$ cat config.mk
export PLATFORM = sky130hd
export DESIGN_NAME = spi_cmd_ctrl_flat
export DESIGN_NICKNAME = d
export VERILOG_FILES = /design/src/rtl/spi_cmd_pkg.sv /design/src/rtl/spi_cmd_ctrl_if.sv /design/src/rtl/cs_sync.sv /design/src/rtl/spi_cmd_ctrl.sv /design/src/flat_wrapper.sv
export SDC_FILE = /design/constraint.sdc
export NUM_CORES = 1
export LEC_CHECK = 0
export BUFFER_PORTS_ARGS = -buffer_cell sky130_fd_sc_hd__buf_2
export CORE_ASPECT_RATIO = 0.5
export CORE_MARGIN = 2
export CORE_UTILIZATION = 54
export CTS_BUF_LIST = sky130_fd_sc_hd__clkbuf_8 sky130_fd_sc_hd__clkbuf_16
export DETAILED_ROUTE_END_ITERATION = 10
export GPL_TIMING_DRIVEN = 0
export HOLD_SLACK_MARGIN = 0.12
export PLACE_DENSITY_LB_ADDON = 0.05
export SLEW_MARGIN = 20
export SYNTH_ARGS = -nofsm -noshare
export SYNTH_HDL_FRONTEND = slang
export SYNTH_SLANG_ARGS = --single-unit
$ cat constraint.sdc
create_clock -name clk_in -period 2.4 [get_ports clk_in]
set_input_delay 0.12 -clock clk_in [delete_from_list [all_inputs] [get_ports clk_in]]
set_output_delay 0.12 -clock clk_in [all_outputs]
set_load 0.02 [all_outputs]
$ cat src/rtl/spi_cmd_pkg.sv
// spi_cmd_pkg: shared types and constants for the SPI command sequencer.
// Latency: n/a (declarations only).
// Backpressure: n/a.
// Contents: sequencer state enum, command byte codes, configuration reset values.
package spi_cmd_pkg;

  typedef enum logic [1:0] {
    ST_IDLE    = 2'd0,
    ST_CONF    = 2'd1,
    ST_DATA    = 2'd2,
    ST_DISCARD = 2'd3
  } state_t;

  localparam logic [7:0] CMD_NOP     = 8'h00;
  localparam logic [7:0] CMD_CONF_WR = 8'h2A;
  localparam logic [7:0] CMD_DATA_WR = 8'h2C;

  // Power-on timing configuration, register i at bits [8i+7:8i].
  localparam int                      CONF_RST_N = 4;
  localparam logic [8*CONF_RST_N-1:0] CONF_RST   = 32'h0A14_3264;

  // Reset value of configuration register i; registers beyond the table reset to 0.
  function automatic logic [7:0] conf_rst_byte(input int i);
    if (i < CONF_RST_N) begin
      return CONF_RST[8*i +: 8];
    end
    return 8'h00;
  endfunction

endpackage

$ cat src/rtl/spi_cmd_ctrl_if.sv
// spi_cmd_ctrl_if: byte input stream plus pixel RAM / configuration outputs of the sequencer.
// Latency: n/a (wiring only).
// Backpressure: none; byte_rdy_in is a one-cycle strobe with no ready return.
// Modports: slave = sequencer side (consumes bytes, drives RAM/conf/frame outputs),
//   master = surrounding logic (drives bytes, observes outputs).
interface spi_cmd_ctrl_if #(
  parameter int RAM_AW = 8,
  parameter int CONF_N = 4
);

  logic                 byte_rdy_in;
  logic [7:0]           byte_data_in;
  logic                 ram_wr_en_out;
  logic [RAM_AW-1:0]    ram_wr_addr_out;
  logic [7:0]           ram_wr_data_out;
  logic [CONF_N*8-1:0]  conf_data_out;
  logic                 frame_rdy_out;

  modport slave (
    input  byte_rdy_in,
    input  byte_data_in,
    output ram_wr_en_out,
    output ram_wr_addr_out,
    output ram_wr_data_out,
    output conf_data_out,
    output frame_rdy_out
  );

  modport master (
    output byte_rdy_in,
    output byte_data_in,
    input  ram_wr_en_out,
    input  ram_wr_addr_out,
    input  ram_wr_data_out,
    input  conf_data_out,
    input  frame_rdy_out
  );

endinterface

$ cat src/rtl/cs_sync.sv
// cs_sync: 2-flop synchronizer for the raw SPI chip select with rising-edge (end of frame) detect.
// Latency: cs_end asserts 2-3 clk_in cycles after the spi chip select rising edge.
// Backpressure: none.
// Ports: clk_in, rst_n_in (async active-low), cs_n_in (raw, asynchronous);
//   cs_end (one-cycle pulse), cs_idle (chip select considered deasserted, bytes ignored).
module cs_sync (
  input  logic clk_in,
  input  logic rst_n_in,
  input  logic cs_n_in,
  output logic cs_end,
  output logic cs_idle
);

  logic meta_q;
  logic sync_q;
  logic sync_d1_q;

  // Reset to 1 so a chip select that is already deasserted never looks like an edge.
  always_ff @(posedge clk_in or negedge rst_n_in) begin
    if (!rst_n_in) begin
      meta_q    <= 1'b1;
      sync_q    <= 1'b1;
      sync_d1_q <= 1'b1;
    end else begin
      meta_q    <= cs_n_in;
      sync_q    <= meta_q;
      sync_d1_q <= sync_q;
    end
  end

  assign cs_end  = sync_q & ~sync_d1_q;
  // The cs_end cycle still counts as inside the frame so a coincident byte is processed.
  assign cs_idle = sync_q & sync_d1_q;

endmodule

$ cat src/rtl/spi_cmd_ctrl.sv
// spi_cmd_ctrl: decodes the first byte of each SPI chip-select frame as a command and routes the
//   remaining bytes to the pixel RAM write port or the timing configuration registers.
// Latency: byte strobe in cycle n -> RAM write / conf update in n+1; frame_rdy_out the cycle after cs_end.
// Backpressure: none; a byte strobe is accepted on every cycle.
// Ports: clk_in, rst_n_in (async active-low), spi_cs_n_in (raw, asynchronous to clk_in);
//   bus (spi_cmd_ctrl_if.slave): byte_rdy_in/byte_data_in in; ram_wr_en/addr/data_out,
//   conf_data_out, frame_rdy_out out.
// Option: define CMD_TIMEOUT_EN to abort frames that see no byte for TIMEOUT_CYCLES cycles.
module spi_cmd_ctrl
  import spi_cmd_pkg::*;
#(
  parameter int RAM_AW         = 8,
  parameter int CONF_N         = 4,
  parameter int TIMEOUT_CYCLES = 65535
) (
  input  logic            clk_in,
  input  logic            rst_n_in,
  input  logic            spi_cs_n_in,
  spi_cmd_ctrl_if.slave   bus
);

  localparam int IDXW = $clog2(CONF_N + 1);

  state_t              state_q, state_d;
  logic [RAM_AW-1:0]   addr_q, addr_d;      // next RAM address to write
  logic [IDXW-1:0]     idx_q, idx_d;        // next conf register, saturates at CONF_N
  logic                written_q, written_d;
  logic                ram_we_d;
  logic                conf_we;
  logic                frame_rdy_d;

  logic                cs_end;
  logic                cs_idle;
  logic                byte_act;
  logic                timeout_hit;

  logic                ram_wr_en_q;
  logic [RAM_AW-1:0]   ram_wr_addr_q;
  logic [7:0]          ram_wr_data_q;
  logic                frame_rdy_q;
  logic [7:0]          conf_q [CONF_N];

  cs_sync u_cs_sync (
    .clk_in   (clk_in),
    .rst_n_in (rst_n_in),
    .cs_n_in  (spi_cs_n_in),
    .cs_end   (cs_end),
    .cs_idle  (cs_idle)
  );

  // Strobes arriving outside a chip-select frame are dropped.
  assign byte_act = bus.byte_rdy_in & ~cs_idle;

`ifdef CMD_TIMEOUT_EN
  localparam int TW = $clog2(TIMEOUT_CYCLES + 1);

  logic [TW-1:0] to_cnt_q;

  always_ff @(posedge clk_in or negedge rst_n_in) begin
    if (!rst_n_in) begin
      to_cnt_q <= '0;
    end else if (state_q == ST_IDLE || byte_act) begin
      to_cnt_q <= '0;
    end else if (!timeout_hit) begin
      to_cnt_q <= to_cnt_q + TW'(1);
    end
  end

  assign timeout_hit = (state_q != ST_IDLE) && (to_cnt_q == TW'(TIMEOUT_CYCLES));
`else
  assign timeout_hit = 1'b0;
`endif

  always_ff @(posedge clk_in or negedge rst_n_in) begin
    if (!rst_n_in) begin
      state_q   <= ST_IDLE;
      addr_q    <= '0;
      idx_q     <= '0;
      written_q <= 1'b0;
    end else begin
      state_q   <= state_d;
      addr_q    <= addr_d;
      idx_q     <= idx_d;
      written_q <= written_d;
    end
  end

  always_comb begin
    state_d     = state_q;
    addr_d      = addr_q;
    idx_d       = idx_q;
    written_d   = written_q;
    ram_we_d    = 1'b0;
    conf_we     = 1'b0;
    frame_rdy_d = 1'b0;

    case (state_q)
      ST_IDLE: begin
        if (byte_act) begin
          case (bus.byte_data_in)
            CMD_CONF_WR: begin
              state_d = ST_CONF;
              idx_d   = '0;
            end
            CMD_DATA_WR: begin
              state_d   = ST_DATA;
              addr_d    = '0;
              written_d = 1'b0;
            end
            CMD_NOP: state_d = ST_IDLE;
            default: state_d = ST_DISCARD;
          endcase
        end
      end
      ST_CONF: begin
        if (byte_act && idx_q < IDXW'(CONF_N)) begin
          conf_we = 1'b1;
          idx_d   = idx_q + IDXW'(1);
        end
      end
      ST_DATA: begin
        if (byte_act) begin
          ram_we_d  = 1'b1;
          addr_d    = addr_q + RAM_AW'(1);   // wraps naturally at 2^RAM_AW
          written_d = 1'b1;
        end
      end
      ST_DISCARD: state_d = ST_DISCARD;
      default:    state_d = ST_IDLE;
    endcase

    // The coincident byte has already been handled above; only a DATA frame that
    // wrote at least one byte (possibly this cycle) announces a new frame.
    if (cs_end) begin
      frame_rdy_d = (state_q == ST_DATA) && written_d;
      state_d     = ST_IDLE;
    end

    // An aborted frame is never announced to the refresh logic.
    if (timeout_hit) begin
      frame_rdy_d = 1'b0;
      state_d     = ST_IDLE;
    end

    if (state_d == ST_IDLE) begin
      idx_d     = '0;
      written_d = 1'b0;
    end
  end

  always_ff @(posedge clk_in or negedge rst_n_in) begin
    if (!rst_n_in) begin
      ram_wr_en_q   <= 1'b0;
      ram_wr_addr_q <= '0;
      ram_wr_data_q <= '0;
      frame_rdy_q   <= 1'b0;
    end else begin
      ram_wr_en_q <= ram_we_d;
      frame_rdy_q <= frame_rdy_d;
      if (ram_we_d) begin
        ram_wr_addr_q <= addr_q;
        ram_wr_data_q <= bus.byte_data_in;
      end
    end
  end

  always_ff @(posedge clk_in or negedge rst_n_in) begin
    if (!rst_n_in) begin
      for (int i = 0; i < CONF_N; i++) begin
        conf_q[i] <= conf_rst_byte(i);
      end
    end else if (conf_we) begin
      for (int i = 0; i < CONF_N; i++) begin
        if (idx_q == IDXW'(i)) begin
          conf_q[i] <= bus.byte_data_in;
        end
      end
    end
  end

  assign bus.ram_wr_en_out   = ram_wr_en_q;
  assign bus.ram_wr_addr_out = ram_wr_addr_q;
  assign bus.ram_wr_data_out = ram_wr_data_q;
  assign bus.frame_rdy_out   = frame_rdy_q;

  for (genvar g = 0; g < CONF_N; g++) begin : g_conf_out
    assign bus.conf_data_out[8*g +: 8] = conf_q[g];
  end

endmodule
$ cat src/flat_wrapper.sv
// flat-port wrapper written by rule: the top's interface ports become plain ports
module spi_cmd_ctrl_flat import spi_cmd_pkg::*;
#(
  parameter int RAM_AW         = 8,
  parameter int CONF_N         = 4,
  parameter int TIMEOUT_CYCLES = 65535
)
  (clk_in, rst_n_in, spi_cs_n_in, bus_byte_rdy_in, bus_byte_data_in, bus_ram_wr_en_out, bus_ram_wr_addr_out, bus_ram_wr_data_out, bus_conf_data_out, bus_frame_rdy_out);
  spi_cmd_ctrl_if #(.RAM_AW(RAM_AW), .CONF_N(CONF_N)) bus_i ();
  input  logic clk_in;
  input  logic rst_n_in;
  input  logic spi_cs_n_in;
  input wire logic [$bits(bus_i.byte_rdy_in)-1:0] bus_byte_rdy_in;
  input wire logic [$bits(bus_i.byte_data_in)-1:0] bus_byte_data_in;
  output wire logic [$bits(bus_i.ram_wr_en_out)-1:0] bus_ram_wr_en_out;
  output wire logic [$bits(bus_i.ram_wr_addr_out)-1:0] bus_ram_wr_addr_out;
  output wire logic [$bits(bus_i.ram_wr_data_out)-1:0] bus_ram_wr_data_out;
  output wire logic [$bits(bus_i.conf_data_out)-1:0] bus_conf_data_out;
  output wire logic [$bits(bus_i.frame_rdy_out)-1:0] bus_frame_rdy_out;
  assign bus_i.byte_rdy_in = bus_byte_rdy_in;
  assign bus_i.byte_data_in = bus_byte_data_in;
  assign bus_ram_wr_en_out = bus_i.ram_wr_en_out;
  assign bus_ram_wr_addr_out = bus_i.ram_wr_addr_out;
  assign bus_ram_wr_data_out = bus_i.ram_wr_data_out;
  assign bus_conf_data_out = bus_i.conf_data_out;
  assign bus_frame_rdy_out = bus_i.frame_rdy_out;
  spi_cmd_ctrl #(.RAM_AW(RAM_AW), .CONF_N(CONF_N), .TIMEOUT_CYCLES(TIMEOUT_CYCLES)) u_core (.clk_in(clk_in), .rst_n_in(rst_n_in), .spi_cs_n_in(spi_cs_n_in), .bus(bus_i));
endmodule
* Word level (Yosys, flattened, before mapping)
Index checks and enable logic that the tools add are counted.
Storage, ports and cells: bits in registers 67, input port bits 12, output and inout port bits 50, word-level logic and storage cells 74
Operators by class: add/sub/neg operators 2, order comparisons 1, equal/unequal tests 14, muxes and demuxes 23, bitwise logic cells 5, reduce and logical (&&, ||, !) cells 14
Operators with widths (number):
- $mux 8 | 3
- $eq 8x6->1 const B | 2
- $pmux 8 s2 | 1
- $mux 3 | 4
- $mux 1 | 9
- $ne 3x1->1 const B | 3
- $add 8x1->8 const B | 1
- $logic_not 8->1 | 1
- $reduce_and 2->1 | 4
- $reduce_and 4->1 | 2
- $eq 3x2->1 const B | 2
- $ne 2x1->1 const B | 3
- $pmux 2 s3 | 1
- $pmux 3 s2 | 1
- $eq 2x2->1 const B | 2
- $logic_not 2->1 | 2
- $mux 2 | 2
- $pmux 2 s2 | 1
- $add 3x1->3 const B | 1
- $and 1x1->1 | 3
- $eq 3x1->1 const B | 1
- $logic_not 3->1 | 1
- $lt 3x3->1 const B | 1
- $reduce_bool 3->1 | 1
- 5 further kinds | 7

* Logic depth before layout (Yosys ltp)
Gate-level depths: netlist (run 1).
depth after elaboration 9, depth in mapped cells 7, mapped depth without buffers 7

* Modules after synthesis
A second synthesis (run 1) with hierarchy kept.
Second synthesis, totals: cells, all modules 260, area, all modules 3021.6 um^2
By module, submodules not included:
- spi_cmd_ctrl | instances 1, cells each 255, area each 2926.6 um^2, seq. area each 1614.0 um^2
- cs_sync | instances 1, cells each 5, area each 95.1 um^2, seq. area each 78.8 um^2

* Worst setup path after synthesis (run 1)
Ideal clock, no wire load.
path type register to register, start reg u_core.state_q[0], end reg u_core.addr_q[7], library setup time 0.077 ns, arrival 2.027 ns, required time 2.323 ns, path slack 0.296 ns, cell stages (with the launch flop) 8, buffers on the path 0, clock period less this slack 2.104 ns, cell sequence dfrtp_1 > inv_1 > ha_1 > inv_1 > o41a_1 > nor4_4 > or3b_1 > a21oi_1
On the way: word-level cells in the longest chain between the ends 3, elaborated cells on any way between the ends 8, those cells by class 4 x eq/ne; 1 x mux; 3 x reduce/logical
RTL lines:
- from (decl) | RTL line spi_cmd_ctrl.sv:24 | state_t state_q, state_d;
- from (signal assigned) | RTL line spi_cmd_ctrl.sv:81 | state_q <= state_d;
- $eq 2x2->1 or $logic_not 2->1 (tied branches) | RTL line spi_cmd_ctrl.sv:97 | case (state_q)
- $ne 2x1->1 (no line) or $reduce_bool 2->1 (tied branches)
- $reduce_and 4->1 (no line)
- to (signal assigned) | RTL line spi_cmd_ctrl.sv:82 | addr_q <= addr_d;
- to (decl) | RTL line spi_cmd_ctrl.sv:25 | logic [RAM_AW-1:0] addr_q, addr_d;
Several ways; a longest one is shown, not always the timed one. A chain may end at the register's enable or synchronous reset.

* Worst setup path after layout (run 1)
start in bus_byte_data_in[7], end reg u_core.addr_q[0]
On the way: word-level cells in the longest chain between the ends 3
RTL lines:
- from (decl) | RTL line flat_wrapper.sv:14 | input wire logic [$bits(bus_i.byte_data_in)-1:0] bus_byte_data_in;
- $eq 8x6->1 | RTL line spi_cmd_ctrl.sv:100 | case (bus.byte_data_in)
- $ne 2x1->1 (no line)
- $reduce_and 4->1 (no line)
Every way passes these cells.

==> Flow_metrics.wiki, run 1 <==
{| class="wikitable"
! Metric !! Value
|-
| Power per Cell Area || 1050 nW/um^2
|-
| Netlist area before placement || 2910 sq um
|-
| Cells after synthesis || 220
|-
| Met1 Resource Use GR || 0.289
|-
| First-pass iteration count of the detailed router || 5
|-
| Die height || around 56 microns
|-
| Number of failing hold endpoints at the final stage || 0
|-
| Core Area || 5040 sq um
|-
| Final Skew || just over 0.01 ns
|-
| Register bit total from synthesis || 67
|-
| Dominant cells by area after synthesis || dfrtp_1 47%, mux2_2 19%, dfstp_2 12%
|-
| EDFF count, synth || 0
|-
| Total count of max-transition violations in the final report || 0
|-
| Antenna diodes || 0
|-
| Total vias in the final route || 1,961
|-
| Data required time of the worst path || 2.62 ns
|-
| Kind of critical path || input pin to flip-flop
|-
| Initial Utilization || 0.576
|-
| Maximum clock frequency || 427 MHz
|-
| Via-per-instance ratio || between 5 and 6
|-
| Critical Path Fanout Max || 6
|-
| Area growth, synth to finish || 24.1%
|-
| Average instance area after synthesis || 13.2 sq um
|-
| Slew of the pin with the lowest slew margin || 0.820 ns
|-
| Total nets after synthesis || 242
|-
| Number of remaining DRC errors || 0
|-
| Share of flip-flops with an asynchronous set or reset after synthesis || 1.00
|-
| Wire length of the first global-routing pass || just over 10 mm
|-
| Instance count after placement with tap cells included || 351
|-
| Sum Neg Setup Slack || 0 ns
|-
| Setup violators final || 0
|-
| Drt wl/cell || 16.2 microns
|-
| Final instance area || 3610 sq um
|-
| Critical register-to-register path startpoint || u_core.state_q[0]
|-
| Clock slew at reported path FFs || 0.07 ns
|-
| Number of sinks handled by clock tree synthesis || 67
|-
| Clock tree from TritonCTS || built
|-
| Post-DP Area || 3300 sq um
|-
| Antenna viol nets, final || 0
|-
| Sort of element at the end of the critical path || flip-flop
|-
| Count of nets after finishing || 322
|-
| Crit Reg-Reg Endpoint || u_core.addr_q[0]
|-
| Number of I/O port buffers || 61
|-
| Final Worst Setup Slack || 0.0583 ns
|-
| Number of cells traversed by the worst register-to-register path || 7
|-
| Num ports || 62
|-
| Antenna violations before repair || 0
|-
| DIE AREA || 6020 sq um
|-
| Horiz. Die Dim || approximately 110 microns
|-
| Status || completed
|-
| Critical Path Start Type || input pin
|-
| Max Root-Sink Buffers || 2
|-
| Count of placed standard cells in the final layout, fillers left out || between 300 and 400
|-
| Most used routing layer in global routing || met2
|-
| CTS H-tree depth || 3
|-
| Post-route clock period utilization || 0.976
|-
| Leading area contributor after synthesis || dfrtp_1
|-
| Crit path time final || 2.34 ns
|-
| Number of clock buffers inserted by TritonCTS || 9
|-
| Post-synth cell types || 38
|-
| Worst endpoint data arrival time || 2.56 ns
|-
| Endpoint of the most critical setup path || u_core.addr_q[0]
|-
| Weighted congestion at the end of routability-driven global placement || between 0.7 and 0.8
|-
| Critical path launch point || bus_byte_data_in[7]
|-
| Fillers || 374
|-
| HP Class || input pin to flip-flop
|-
| Share of post-route cells with drive strength above 1 || 0.477
|-
| Worst-case setup slack after placement || 0.0886 ns
|-
| Overall fraction of global-route tracks in use || 0.222
|-
| Share of the yosys chip area belonging to registers || 0.583
|-
| Root buffer cell || clkbuf_8
|-
| Main synth FF type || dfrtp_1
|-
| Maximum number of pins on one net before global-route repair || 68
|-
| Register-to-register setup slack || around 0.17 ns
|-
| Detailed router's first-iteration violation count || between 40 and 50
|-
| Post-synth top area share || 0.465
|-
| Worst supply voltage drop on vdd || between 0.5 and 0.6 mV
|-
| Post-detailed-routing wire length || 6.05 mm
|-
| RSZ-0062 raised after global routing || no
|-
| Number of warnings printed during yosys synthesis || 0
|-
| Clock insertion delay at the later pin of the skew report || 0.34 ns
|-
| Met3 Use GR || 0.101
|-
| Static leakage || 1.80 nW
|-
| Vias in the first global route || ~2,000
|-
| Total of max-cap violations || 0
|-
| Number of placement rows || 18
|-
| Total half-perimeter wirelength after legalization and detailed placement || about 4 mm
|-
| Fraction of met2 tracks used by global routing || 0.341
|-
| Worst-case headroom to the max-slew limit || 0.453
|-
| Overflow after GRT || 0
|}
==> sequential cells by signal, indices dropped and copies added (netlist names) <==
name,count
u_core.state_q,2
u_core.bus.ram_wr_addr_out,8
u_core.u_cs_sync.sync_d1_q,1
u_core.written_q,1
u_core.bus.frame_rdy_out,1
u_core.bus.ram_wr_data_out,8
u_core.bus.ram_wr_en_out,1
u_core.u_cs_sync.sync_q,1
u_core.idx_q,3
u_core.addr_q,8
u_core.u_cs_sync.meta_q,1
u_core.bus.conf_data_out,32
==> final cells by class <==
cell class	instances	area, sq um	area share
sequential	67	1690	0.469
timing repair buffer	69	385	0.107
multi-input combinational	139	1170	0.325
clock inverter	5	77.6	0.0215
tap	70	87.6	0.0243
buffer	4	15.0	0.00416
clock buffer	10	138	0.0382
inverter	10	37.5	0.0104
==> layout by cell type (no fill, tap or decap), drive strengths merged, types with 2 or more instances in the layout <==
master       count
o21ai            5
o21a             2
buf             62
clkinv           2
mux2            48
or4              2
nor4             3
dlygate4sd3      7
nand2           14
bufinv           2
and2             3
ha              10
nand3            6
xnor2            2
a21oi            6
dfstp           13
nor2             9
inv             10
dfrtp           54
clkbuf          14
nand2b           3
nor2b            2
a22oi            3
nor3             4
a22o             2
==> worst max-delay path: stages <==
cell	delay [ns]
dlygate4sd3_1	0.56
buf_2	0.17
or4_4	0.53
o41a_1	0.48
buf_4	0.17
nand2b_1	0.20
mux2_2	0.32
==> layer usage <==
| metal | vias to the layer above | routed length, microns |
|---|---|---|
| li1 | 938 | - |
| met1 | 962 | 2880 |
| met2 | 53 | 2690 |
| met3 | 8 | 436 |
| met4 | 0 | 45 |
| met5 | - | 0 |
==> worst min path at each step <==
stage	start	end	slack, ns	cells past startpoint
2_1_floorplan	rst_n_in	u_core.addr_q[0]	-0.18	0
3_3_place_gp	spi_cs_n_in	u_core.u_cs_sync.meta_q	0.24	1
3_5_place_dp	spi_cs_n_in	u_core.u_cs_sync.meta_q	0.23	1
4_1_cts	bus_byte_data_in[5]	u_core.bus.ram_wr_data_out[5]	0.14	2
5_1_grt	bus_byte_data_in[3]	u_core.bus.conf_data_out[11]	0.14	2
6_report	bus_byte_data_in[5]	u_core.bus.ram_wr_data_out[5]	0.14	2
==> cell usage after synthesis (all sizes together) (2+ instances only) <==
cell / number
a21oi: 6
nand2b: 3
a22o: 2
or4: 2
nor4: 3
xnor2: 2
nor3: 4
nor2b: 2
nand3: 6
nor2: 9
nand2: 14
and2: 3
o21ai: 5
o21a: 2
mux2: 48
a22oi: 3
inv: 10
ha: 10
dfrtp: 54
clkbuf: 4
dfstp: 13
==> power breakdown <==
part           total, W  internal [W]  switching [W]
clock network   0.00102      0.000604       0.000415
logic           0.00118      0.000489       0.000689
registers       0.00160       0.00144       0.000166
==> per-stage QoR <==
stage | total power (W) | util | hold slack (ns)
finish | 0.00380 | 0.715 | 0.143
global route | 0.00400 | 0.715 | 0.140
CTS | 0.00381 | 0.711 | 0.136
detailed placement | 0.00278 | 0.654 | 0.227
global placement | 0.00273 | 0.654 | 0.235
floorplan | 0.00238 | - | -0.176
==> kinds of logic after synthesis <==
family | synth area share
buffers and inverters | 0.0181
muxes | 0.189
DFF | 0.583
and+or+nand+nor | 0.100
AOI/OAI and AO/OA | 0.0603
xor gates and xnor gates | 0.00603
adders and majority gates | 0.0431
==> timing repair <==
action                                  CTS  global route
resized for setup                         0             2
endpoints found under the setup margin    0             3
setup buffers                             0             1
endpoints found under the hold margin    75             0
hold buffers                              7             0
(Power assumes the default switching activity.)
==> run 2: changes to the inputs <==
CAP_MARGIN = 20   (was not set)
CORE_UTILIZATION = 39   (was 54)
==> Flow_metrics.wiki, run 2 (synthesis results as in run 1) <==
{| class="wikitable"
! Metric !! Value
|-
| Total count of max-transition violations in the final report || 0 (unchanged)
|-
| Commonest non-fill, non-tap cell in the layout || buf_2 (unchanged)
|-
| Antenna diodes || 0 (unchanged)
|-
| Worst-case headroom to the max-slew limit || 0.600 (was 0.453)
|-
| Overall fraction of global-route tracks in use || 0.171 (was 0.222)
|-
| Clock slew at reported path FFs || 0.06 ns (was 0.07 ns)
|-
| Detailed router's first-iteration violation count || 113 (was 43)
|-
| Worst endpoint data arrival time || 2.66 ns (was 2.56 ns)
|-
| Initial Utilization || 0.400 (was 0.576)
|-
| Number of placement rows || 22 (was 18)
|-
| Flip-flop count of the largest register, all copies and words added || 32 (unchanged)
|-
| Number of clock buffers inserted by TritonCTS || 9 (unchanged)
|-
| Highest-count cells in the layout ignoring fill and taps || 60 x buf_2, 54 x dfrtp_1, 48 x mux2_2 (unchanged)
|-
| HP Class || input pin to flip-flop (unchanged)
|-
| First-pass iteration count of the detailed router || 5 (unchanged)
|-
| Post-route clock period utilization || 1.00 (was 0.976)
|-
| Drt wl/cell || 15.5 microns (was 16.2 microns)
|-
| Number of remaining DRC errors || 0 (unchanged)
|-
| Count of nets after finishing || 323 (was 322)
|-
| Power share of the sequential group || 0.375 (was 0.422)
|-
| Failing checks || setup timing
|-
| Slew of the pin with the lowest slew margin || 0.591 ns (was 0.820 ns)
|-
| Design internal power || 0.00294 W (was 0.00253 W)
|-
| Count of placed standard cells in the final layout, fillers left out || 402 (was 374)
|-
| Total vias in the final route || 1,987 (was 1,961)
|-
| Die height || 65.0 microns (was 55.9 microns)
|-
| Horiz. Die Dim || 126 microns (was 108 microns)
|-
| Wire length of the first global-routing pass || 10.6 mm (was 10.1 mm)
|-
| Maximum clock frequency || 415 MHz (was 427 MHz)
|-
| Crit path time final || 2.41 ns (was 2.34 ns)
|-
| Post-detailed-routing wire length || 6.25 mm (was 6.05 mm)
|-
| Number of failing hold endpoints at the final stage || 0 (unchanged)
|-
| Weighted congestion at the end of routability-driven global placement || 0.798 (was 0.769)
|-
| Power per Cell Area || 1130 nW/um^2 (was 1050 nW/um^2)
|-
| Clock tree from TritonCTS || built (unchanged)
|-
| Clock insertion delay at the later pin of the skew report || 0.33 ns (was 0.34 ns)
|-
| Instance count after placement with tap cells included || 378 (was 351)
|-
| Worst-case setup slack after placement || 0.0910 ns (was 0.0886 ns)
|-
| Number of sinks handled by clock tree synthesis || 67 (unchanged)
|-
| Final instance area || 3790 sq um (was 3610 sq um)
|-
| Overflow after GRT || 0 (unchanged)
|-
| Maximum number of pins on one net before global-route repair || 54 (was 68)
|-
| Kind of critical path || input pin to flip-flop (unchanged)
|-
| Area growth, synth to finish || 30.3% (was 24.1%)
|-
| Total half-perimeter wirelength after legalization and detailed placement || 4.38 mm (was 4.11 mm)
|-
| Static leakage || 1.87 nW (was 1.80 nW)
|-
| Crit path max-delay family || simple AND/OR/NAND/NOR gates (was buffers and inverters)
|-
| Fillers || 640 (was 374)
|-
| Worst supply voltage drop on vdd || 0.567 mV (was 0.572 mV)
|-
| Vias in the first global route || 2,047 (was 2,017)
|-
| CP max-delay cell || or4_4 (was dlygate4sd3_1)
|-
| Status || finished, violations left (was completed)
|-
| Num ports || 62 (unchanged)
|-
| Data required time of the worst path || 2.65 ns (was 2.62 ns)
|-
| Root buffer cell || clkbuf_16 (was clkbuf_8)
|-
| Sort of element at the end of the critical path || flip-flop (unchanged)
|-
| Clk network pwr share || 0.349 (was 0.268)
|-
| Cells along the critical path || dlygate4sd3_1, buf_2, or4_4, o41a_1, nor4_4, or3b_1, a21oi_1 (was dlygate4sd3_1, buf_2, or4_4, o41a_1, buf_4, nand2b_1, mux2_2)
|-
| DIE AREA || 8200 sq um (was 6020 sq um)
|-
| Crit path largest cell delay || 0.56 ns (about the same)
|-
| Bufs and invs on worst path || 2 (was 3)
|-
| Core Area || 7270 sq um (was 5040 sq um)
|-
| Total of max-cap violations || 0 (unchanged)
|-
| Antenna violations before repair || 0 (unchanged)
|-
| Final Worst Setup Slack || -0.0106 ns (was 0.0583 ns)
|-
| Via-per-instance ratio || 4.94 (was 5.24)
|-
| Antenna viol nets, final || 0 (unchanged)
|-
| CTS H-tree depth || 3 (unchanged)
|-
| Setup violators final || 1 (was 0)
|-
| Critical Path Fanout Max || 4 (was 6)
|-
| Sw Pwr || 0.00133 W (was 0.00127 W)
|-
| Max Root-Sink Buffers || 2 (unchanged)
|-
| RSZ-0062 raised after global routing || yes (was no)
|-
| Number of I/O port buffers || 61 (unchanged)
|-
| Post-DP Area || 3360 sq um (was 3300 sq um)
|-
| Final Skew || 0.00405 ns (was 0.0101 ns)
|-
| Critical Path Start Type || input pin (unchanged)
|-
| Share of post-route cells with drive strength above 1 || 0.471 (was 0.477)
|-
| Switching share of power || 0.311 (was 0.334)
|-
| Combinational power share || 0.277 (was 0.310)
|}
==> run 2: layout make-up <==
cell class / instances / area (sq um) / share of cell area
flip-flops and latches: 67 / 1690 / 0.447
well taps: 96 / 120 / 0.0317
multi-input cells: 139 / 1160 / 0.307
clock buffers: 9 / 225 / 0.0595
clock inverters: 7 / 118 / 0.0311
repair buffers: 70 / 415 / 0.110
plain buffers: 4 / 15.0 / 0.00397
inverters: 10 / 37.5 / 0.00991
==> run 2: through the flow <==
step	TNS [ns]	util	power [W]	hold WS, ns
2_1_floorplan	0	-	0.00238	-0.176
3_3_place_gp	0	0.458	0.00275	0.226
3_5_place_dp	0	0.462	0.00280	-0.000711
4_1_cts	0	0.521	0.00432	0.120
5_1_grt	-0.0782	0.521	0.00453	0.121
6_report	-0.0106	0.521	0.00427	0.124
==> run 2: power by group through the flow <==
stage               sequential (W)  clock [W]  combinational (W)
finish                     0.00160    0.00149            0.00118
global route               0.00164    0.00159            0.00130
CTS                        0.00160    0.00152            0.00119
detailed placement         0.00162          0            0.00118
global placement           0.00160          0            0.00115
floorplan                  0.00188          0           0.000497
==> run 2: worst paths after layout <==
check / startpoint / to / slack [ns] / depth (start not counted)
worst max-delay path: bus_byte_data_in[4] / u_core.addr_q[7] / -0.01 / 7
worst min-delay path: bus_byte_data_in[7] / u_core.bus.conf_data_out[31] / 0.12 / 2
worst max register to register: u_core.state_q[1] / u_core.addr_q[7] / 0.11 / 7
worst min register to register: u_core.u_cs_sync.meta_q / u_core.u_cs_sync.sync_q / 0.36 / 0
max in group asynchronous: rst_n_in / u_core.bus.conf_data_out[6] / 1.63 / 3
min in group asynchronous: rst_n_in / u_core.bus.ram_wr_addr_out[3] / 0.20 / 2
==> run 2: routing by layer <==
metal | vias up | global-route usage | routed length [microns]
li1 | 945 | - | -
met1 | 993 | 0.215 | 3000
met2 | 40 | 0.268 | 2850
met3 | 9 | 0.0710 | 335
met4 | 0 | 0.0563 | 62
met5 | - | 0 | 0
==> run 2: what timing repair did <==
action | CTS | global route
setup buffers | 0 | 0
gates resized for setup | 0 | 2
setup endpoints to repair | 0 | 33
hold buffers | 8 | 0
endpoints found under the hold margin | 70 | 0
